--- src/rtl/video_crop_engine.sv ---
// Streaming AXI4-Stream video crop stage: tracks pixel column/row, forwards only pixels
// inside a programmable window, and regenerates SOF/EOL markers for a downstream FIFO.
module video_crop_engine #(
  parameter int C_S_AXIS_TDATA_WIDTH = 32,
  parameter int C_COORD_WIDTH        = 12
) (
  input  logic                              S_AXIS_ACLK,
  input  logic                              S_AXIS_ARESETN,
  input  logic [C_S_AXIS_TDATA_WIDTH-1:0]   S_AXIS_TDATA,
  input  logic [C_S_AXIS_TDATA_WIDTH/8-1:0] S_AXIS_TSTRB,
  input  logic                              S_AXIS_TVALID,
  output logic                              S_AXIS_TREADY,
  input  logic                              S_AXIS_TLAST,
  input  logic                              S_AXIS_TUSER,
  input  logic [C_COORD_WIDTH-1:0]          crop_x,
  input  logic [C_COORD_WIDTH-1:0]          crop_y,
  input  logic [C_COORD_WIDTH-1:0]          crop_w,
  input  logic [C_COORD_WIDTH-1:0]          crop_h,
  output logic                              wr_en,
  input  logic                              full,
  output logic [C_S_AXIS_TDATA_WIDTH-1:0]   data_out,
  output logic                              last_out,
  output logic                              user_out
);

  localparam int CW = C_COORD_WIDTH;
  localparam int DW = C_S_AXIS_TDATA_WIDTH;

  typedef enum logic {WAIT_SOF, ACTIVE} state_t;

  state_t          state_q, state_d;
  logic [CW-1:0]   x_q, x_d, y_q, y_d;
  logic [CW-1:0]   org_x_q, org_x_d, org_y_q, org_y_d;
  logic [CW:0]     x_end_q, x_end_d, y_end_q, y_end_d;
  logic            win_nz_q, win_nz_d;
  logic            first_pending_q, first_pending_d;
  logic            out_vld_q, out_vld_d;
  logic [DW-1:0]   data_q, data_d;
  logic            last_q, last_d;
  logic            user_q, user_d;

  logic            accept;
  logic            processing;
  logic            keep;
  logic [CW-1:0]   cur_x, cur_y, cur_org_x, cur_org_y;
  logic [CW:0]     cur_x_end, cur_y_end, new_x_end, new_y_end;
  logic            cur_nz, cur_first;
  logic            unused_tstrb;

  assign unused_tstrb  = ^S_AXIS_TSTRB;
  assign S_AXIS_TREADY = S_AXIS_ARESETN && (!out_vld_q || !full);
  assign wr_en         = out_vld_q && !full;
  assign data_out      = data_q;
  assign last_out      = last_q;
  assign user_out      = user_q;

  assign accept     = S_AXIS_TVALID && S_AXIS_TREADY;
  assign processing = accept && (S_AXIS_TUSER || (state_q == ACTIVE));

  // A SOF beat is judged against the window presented alongside it, at pixel (0,0).
  assign new_x_end = ({1'b0, crop_x} + {1'b0, crop_w}) - (CW+1)'(1);
  assign new_y_end = ({1'b0, crop_y} + {1'b0, crop_h}) - (CW+1)'(1);
  assign cur_org_x = S_AXIS_TUSER ? crop_x : org_x_q;
  assign cur_org_y = S_AXIS_TUSER ? crop_y : org_y_q;
  assign cur_x_end = S_AXIS_TUSER ? new_x_end : x_end_q;
  assign cur_y_end = S_AXIS_TUSER ? new_y_end : y_end_q;
  assign cur_nz    = S_AXIS_TUSER ? ((crop_w != '0) && (crop_h != '0)) : win_nz_q;
  assign cur_x     = S_AXIS_TUSER ? '0 : x_q;
  assign cur_y     = S_AXIS_TUSER ? '0 : y_q;
  assign cur_first = S_AXIS_TUSER ? 1'b1 : first_pending_q;

  assign keep = processing && cur_nz &&
                (cur_x >= cur_org_x) && ({1'b0, cur_x} <= cur_x_end) &&
                (cur_y >= cur_org_y) && ({1'b0, cur_y} <= cur_y_end);

  always_comb begin
    state_d         = state_q;
    x_d             = x_q;
    y_d             = y_q;
    org_x_d         = org_x_q;
    org_y_d         = org_y_q;
    x_end_d         = x_end_q;
    y_end_d         = y_end_q;
    win_nz_d        = win_nz_q;
    first_pending_d = first_pending_q;
    out_vld_d       = out_vld_q;
    data_d          = data_q;
    last_d          = last_q;
    user_d          = user_q;

    if (accept && S_AXIS_TUSER) begin
      state_d  = ACTIVE;
      org_x_d  = crop_x;
      org_y_d  = crop_y;
      x_end_d  = new_x_end;
      y_end_d  = new_y_end;
      win_nz_d = (crop_w != '0) && (crop_h != '0);
    end

    if (processing) begin
      if (S_AXIS_TLAST) begin
        x_d = '0;
        y_d = (cur_y == '1) ? cur_y : cur_y + CW'(1);
      end else begin
        x_d = (cur_x == '1) ? cur_x : cur_x + CW'(1);
        y_d = cur_y;
      end
      first_pending_d = keep ? 1'b0 : cur_first;
    end

    // A newly kept beat may load in the same cycle the previous one drains.
    if (keep) begin
      out_vld_d = 1'b1;
      data_d    = S_AXIS_TDATA;
      last_d    = ({1'b0, cur_x} == cur_x_end) || S_AXIS_TLAST;
      user_d    = cur_first;
    end else if (wr_en) begin
      out_vld_d = 1'b0;
    end
  end

  always_ff @(posedge S_AXIS_ACLK or negedge S_AXIS_ARESETN) begin
    if (!S_AXIS_ARESETN) begin
      state_q         <= WAIT_SOF;
      x_q             <= '0;
      y_q             <= '0;
      org_x_q         <= '0;
      org_y_q         <= '0;
      x_end_q         <= '0;
      y_end_q         <= '0;
      win_nz_q        <= 1'b0;
      first_pending_q <= 1'b0;
      out_vld_q       <= 1'b0;
      data_q          <= '0;
      last_q          <= 1'b0;
      user_q          <= 1'b0;
    end else begin
      state_q         <= state_d;
      x_q             <= x_d;
      y_q             <= y_d;
      org_x_q         <= org_x_d;
      org_y_q         <= org_y_d;
      x_end_q         <= x_end_d;
      y_end_q         <= y_end_d;
      win_nz_q        <= win_nz_d;
      first_pending_q <= first_pending_d;
      out_vld_q       <= out_vld_d;
      data_q          <= data_d;
      last_q          <= last_d;
      user_q          <= user_d;
    end
  end

endmodule

--- config.mk ---
export PLATFORM = sky130hd
export DESIGN_NAME = video_crop_engine
export DESIGN_NICKNAME = d
export VERILOG_FILES = /design/src/rtl/video_crop_engine.sv
export SDC_FILE = /design/constraint.sdc
export NUM_CORES = 1
export LEC_CHECK = 0
export ABC_AREA = 1
export ABC_CLOCK_PERIOD_IN_PS = 4230
export BUFFER_PORTS_ARGS = -buffer_cell sky130_fd_sc_hd__buf_2
export CAP_MARGIN = 20
export CORE_MARGIN = 3
export CORE_UTILIZATION = 45
export DETAILED_ROUTE_END_ITERATION = 16
export PLACE_DENSITY = 0.66
export SKIP_LAST_GASP = 1
export SYNTH_ARGS = -nofsm -noshare
export SYNTH_HDL_FRONTEND = slang
export SYNTH_SLANG_ARGS = --single-unit
--- constraint.sdc ---
create_clock -name S_AXIS_ACLK -period 4.23 [get_ports S_AXIS_ACLK]
set_input_delay 0 -clock S_AXIS_ACLK [delete_from_list [all_inputs] [get_ports S_AXIS_ACLK]]
set_output_delay 0 -clock S_AXIS_ACLK [all_outputs]
set_load 0.01 [all_outputs]
==> Yosys cells after proc, flatten, opt, wreduce, memory -nomap -nowiden <==
Cells that the tools add are included.
{ "word_totals": {"regBits": 112, "inputBits": 90, "out_inout_bits": 36, "elab_cells": 60} }
{ "op_classes": {"add_sub_neg": 6, "n_lt_le_gt_ge": 4, "n_eq_ne": 3, "n_mux": 15, "n_reduce_logical": 19} }
{ "ops": {"columns": ["op", "n"], "rows": [
  ["$mux W12", 8],
  ["$add A12 B12 Y13", 2],
  ["$le A12 B13 Y1", 2],
  ["$mux W13", 2],
  ["$sub A13 B1 Y13 const B", 2],
  ["$add A12 B1 Y12 const B", 2],
  ["$eq A12 B12 Y1 const B", 2],
  ["$ge A12 B12 Y1", 2],
  ["$reduce_bool A12 Y1", 2],
  ["$eq A12 B13 Y1", 1],
  ["$logic_and A1 B1 Y1", 11],
  ["$mux W1", 5],
  ["$logic_or A1 B1 Y1", 3],
  ["$logic_not A1 Y1", 2],
  ["$reduce_bool A2 Y1", 1]
]} }

==> Logic depth before layout (Yosys ltp) <==
{ "logic_depth": {"word_depth": 11, "ltp_mapped": 30, "mapped_depth_nobuf": 29} }

==> Least setup slack after synthesis <==
OpenSTA, ideal clock, no wires.
{ "synth_path": {"path_kind": "input to register", "startpoint": "input port crop_y[3]", "endpoint": "register data_q[11] (netlist: data_out[11])", "arrival_time_ns": 3.054, "required_time_ns": 4.113, "path_slack_ns": 1.060, "stages": 25, "n_path_buf": 1, "cell_sequence": "inv_1 > ha_1 > inv_1 > ha_1 > a21oi_1 > nand2_1 > a21boi_0 > o21ai_0 > a21oi_1 > xnor2_1 > o21ai_0 > ha_1 > nand2_1 > inv_1 > nand4_1 > o21bai_1 > nand2_1 > nand2_1 > nand2_1 > nand2_1 > nor2_2 > nor2_8 > buf_2 > nand3_1 > nand2_1"} }
{ "synth_between": {"elab_chain_len": 5, "word_cells_on_any_way": 8} }
{ "synth_lines": {"columns": ["item", "line", "source"], "rows": [
  ["start: declaration", "16", "input logic [C_COORD_WIDTH-1:0] crop_y,"],
  ["$add A12 B12 Y13", "62", "assign new_y_end = ({1'b0, crop_y} + {1'b0, crop_h}) - (CW+1)'(1);"],
  ["$sub A13 B1 Y13", "62", null],
  ["$mux W13", "66", "assign cur_y_end = S_AXIS_TUSER ? new_y_end : y_end_q;"],
  ["$le A12 B13 Y1", "74", "(cur_y >= cur_org_y) && ({1'b0, cur_y} <= cur_y_end);"],
  ["$logic_and A1 B1 Y1 *", "74", null],
  ["end signal: assignment", "148", "data_q <= data_d;"],
  ["end: declaration", "38", "logic [DW-1:0] data_q, data_d;"]
]} }
Mark *: on every way between the ends. The rest lies on a longest branch, timed or not.
A chain may end at the register's enable or synchronous reset.

==> Worst setup path after layout <==
{ "layout_path": {"startpoint": "input port crop_y[1]", "endpoint": "register data_q[26] (netlist: data_out[26])"} }
Same word-level chain as after synthesis.

==> results.md <==
- Critical Path Sink Type: flop
- Cell Area, Synth: 8243 um^2
- Total Routing Usage GR: 21.13%
- Power Total: 2986 uW
- Syn nets: 1,308
- Gr ovfl total: 0
- Min-delay worst type: in2reg
- Register area: 2803 um^2
- Antenna viol nets, final: 0
- Max-cap violations: 0
- Design area: 9927 um^2
- Post-synth top area cell: dfrtp_1
- Power density cells: 300.8 nW/um^2
- Initial antenna violation count: 0
- Die W: 141.3 um
- Startpoint Class: input port
- Final Skew: 0.01029 ns
- Nets: 1,472
- RSZ-0062 raised after global routing: no
- Main area contributors after synthesis: dfrtp_1 (34%), ha_1 (15%), nand2_1 (13%), inv_1 (8.7%), o21ai_0 (7.3%)
- Mapped Cells: 1,120
- Vias in the first global route: 7,059
- Routed WL: 21,080 um
- Reg2Reg Setup Slack: 1.72 ns
- Part of the power in combinational logic: 29.2%
- Share of layout cells above drive strength 1: 14.35%
- Most frequent cell on the critical path: nand2_1
- Data required, critical path: 4.48 ns
- Diodes inserted: 0
- Avg WL per Cell: 13.92 um
- Synthesis-to-layout area growth: 20.43%
- Slew @ Worst Pin: 0.8263 ns
- FF-to-FF Start: y_q[4]$_DFFE_PN0P_
- Post-synth EDFFs: 0
- Power share of the sequential group: 42.3%
- Switching share of power: 34.06%
- Arrival @ worst endpoint: 4.13 ns
- Synth Flop Type: dfrtp_1
- Internal Power: 1969 uW
- Post-detail-place hpwl: 14,840 um
- Static Leakage: 0.005408 uW
- Sw power: 1017 uW
- Area of the multi-input gates: 4556 um^2
- #FFs+latches synth: 112
- FF-to-FF path depth: 16
- Status: completed
- Worst Path Max Fanout: 8
- CTS root buffer: clkbuf_16
- Worst-path clk slew: 0.08 ns
- CP peak stage delay: 0.52 ns
- Max stage delay cell, worst path: dlygate4sd3_1
- Final period utilization: 91.69%
- End of the critical path: data_out[26]$_DFFE_PN0P_
- Via/cell ratio: 4.980
- First-pass GRT wire length: 34,590 um
- Clock power frac: 28.5%
- Placement Cell Area: 9006 um^2
- Height of the chip: 141.3 um
- Largest net degree at the start of global routing: 93
- Mapped Avg Cell Area: 7.360 um^2
- Max-slew violations: 0
- Fin util: 56.41%
- Min Tclk post-route: 3.879 ns
- Yosys top cell area share: 34.00%
- Synth Warn #: 0
- Final Hold Viols: 0
- Routability cong.: 0.8324
- Drt initial violations: 486
- CTS Buffer Depth: 2
- Placed insts: 1,437
- Num Clock Sinks: 112
- Post-route DRC: 0
- Initial Util: 46.84%
- I/O pins: 126
- Clk_lat worst skew: 0.36 ns
- Max VDD drop: 0.2166 mV
- Total clock buffers created by CTS: 9
- Non-Filler Instances: 1,514
- Full die area: 19,980 um^2
- Fraction of registers with async set/reset: 100.0%
- Register area share after synthesis: 34.00%
- Setup TNS: 0 ns
- Core area: 17,600 um^2
- Port bufs: 121
- CTS tree: built
- Via count: 7,539
- CP Class: in2reg
- Std cell rows: 48
- Setup violations, final: 0
- Cell variety after synth: 46
- Htree depth: 3
- Max_slew headroom: 44.91%
- Max Clk Rate: 257.8 MHz
- Crit path from: crop_y[1]
- Filler cells: 1,672
- DRT Pass-1 Iters: 5
- Reg-to-Reg End: data_out[17]$_DFFE_PN0P_
==> logic make-up (layout without fill, tap and decap cells) <==
group	Yosys count	after routing	share of synthesized area, %
fa+ha+maj	98	98	15.06
xor+xnor	29	29	3.081
compound gates	188	188	12.30
simple gates	462	463	24.41
flops	112	112	34.00
buf+inv	231	399	11.16
==> state kept, by name, summed over array words and instances, names as in the netlist <==
name and count:
last_out 1, x_end_q 13, first_pending_q 1, org_y_q 12, user_out 1, state_q 1, y_q 12, data_out 32
org_x_q 12, y_end_q 13, x_q 12, win_nz_q 1, out_vld_q 1
==> through the flow <==
stage / worst slack, ns / hold WS, ns
final: 0.3514 / 0.01037
after global routing: 0.01983 / 0.05239
after CTS: 0.01144 / 0.004610
after detailed placement: 0.1022 / 0.1993
after global placement: 0.2215 / 0.1975
after floorplan: 1.060 / -0.2956
==> cell usage after synthesis (3+ instances only) <==
master / instances
xnor2_1: 11
a31oi_1: 4
buf_2: 6
inv_1: 190
a21o_1: 3
o22ai_1: 5
nand2_1: 289
nor2_2: 11
inv_2: 5
nand2_2: 5
xor2_1: 18
buf_6: 5
o21ai_1: 4
dfrtp_1: 112
a21oi_1: 36
or2_2: 3
nor2_1: 47
nor4_1: 7
nor3_1: 9
o21bai_1: 3
o21ai_0: 120
nand3_1: 64
ha_1: 96
nand4_1: 16
a21boi_0: 3
clkbuf_1: 21
==> critical path, delay by kind of cell <==
family,cells,cell delay [ns]
compound gates,3,0.51
fa+ha+maj,4,1.11
buf+inv,9,1.26
simple gates,15,1.24
==> per-layer routing <==
layer | vias to the layer above | part of all wire [%] | GRT usage, %
li1 | 3921 | - | -
met1 | 3405 | 49 | 30.68
met2 | 196 | 44 | 33.31
met3 | 17 | 6.0 | 3.168
met4 | 0 | 1.2 | 5.048
met5 | - | 0 | 0
==> final cells by class <==
type | instances | area share [%]
Clock buffer | 10 | 2.307
Timing Repair Buffer | 187 | 12.81
Multi-Input combinational cell | 778 | 45.89
Tap cell | 225 | 2.836
Sequential cell | 112 | 28.23
Clock inverter | 6 | 0.5168
Inverter | 196 | 7.411
==> power groups by stage <==
stage / clock (uW) / sequential [uW] / combinational, uW
after CTS: 876 / 1260 / 867
after detailed placement: 0 / 1280 / 820
after floorplan: 0 / 1280 / 568
final: 850 / 1260 / 872
after global placement: 0 / 1280 / 803
after global routing: 924 / 1280 / 1010
==> layout by cell type, fill, tap and decap left out, drive strengths merged, types with 16 or more instances in the layout <==
cell type,instances
dfrtp,112
xor2,18
a21oi,37
o21ai,126
inv,199
nor2,62
buf,130
ha,96
nand2,295
nand3,66
nand4,16
dlygate4sd3,57
==> how the worst min path moves through the flow <==
stage / from / to / slack [ns] / cells after the start
3_5_place_dp: S_AXIS_ARESETN / data_out[15]$_DFFE_PN0P_ / 0.20 / 2
2_1_floorplan: S_AXIS_ARESETN / data_out[0]$_DFFE_PN0P_ / -0.30 / 0
5_1_grt: crop_y[10] / org_y_q[10]$_DFFE_PN0P_ / 0.05 / 3
4_1_cts: crop_y[10] / org_y_q[10]$_DFFE_PN0P_ / 0.005 / 3
3_3_place_gp: S_AXIS_ARESETN / data_out[15]$_DFFE_PN0P_ / 0.20 / 2
6_report: crop_y[10] / org_y_q[10]$_DFFE_PN0P_ / 0.01 / 3
==> what timing repair did <==
action                                  CTS  global route
buffers inserted                          0             2
gates resized for setup                   0             6
endpoints found under the setup margin    0            36
hold buffers                             57             0
endpoints found under the hold margin   105             0
Note: power is estimated with default switching activity, not from simulation.
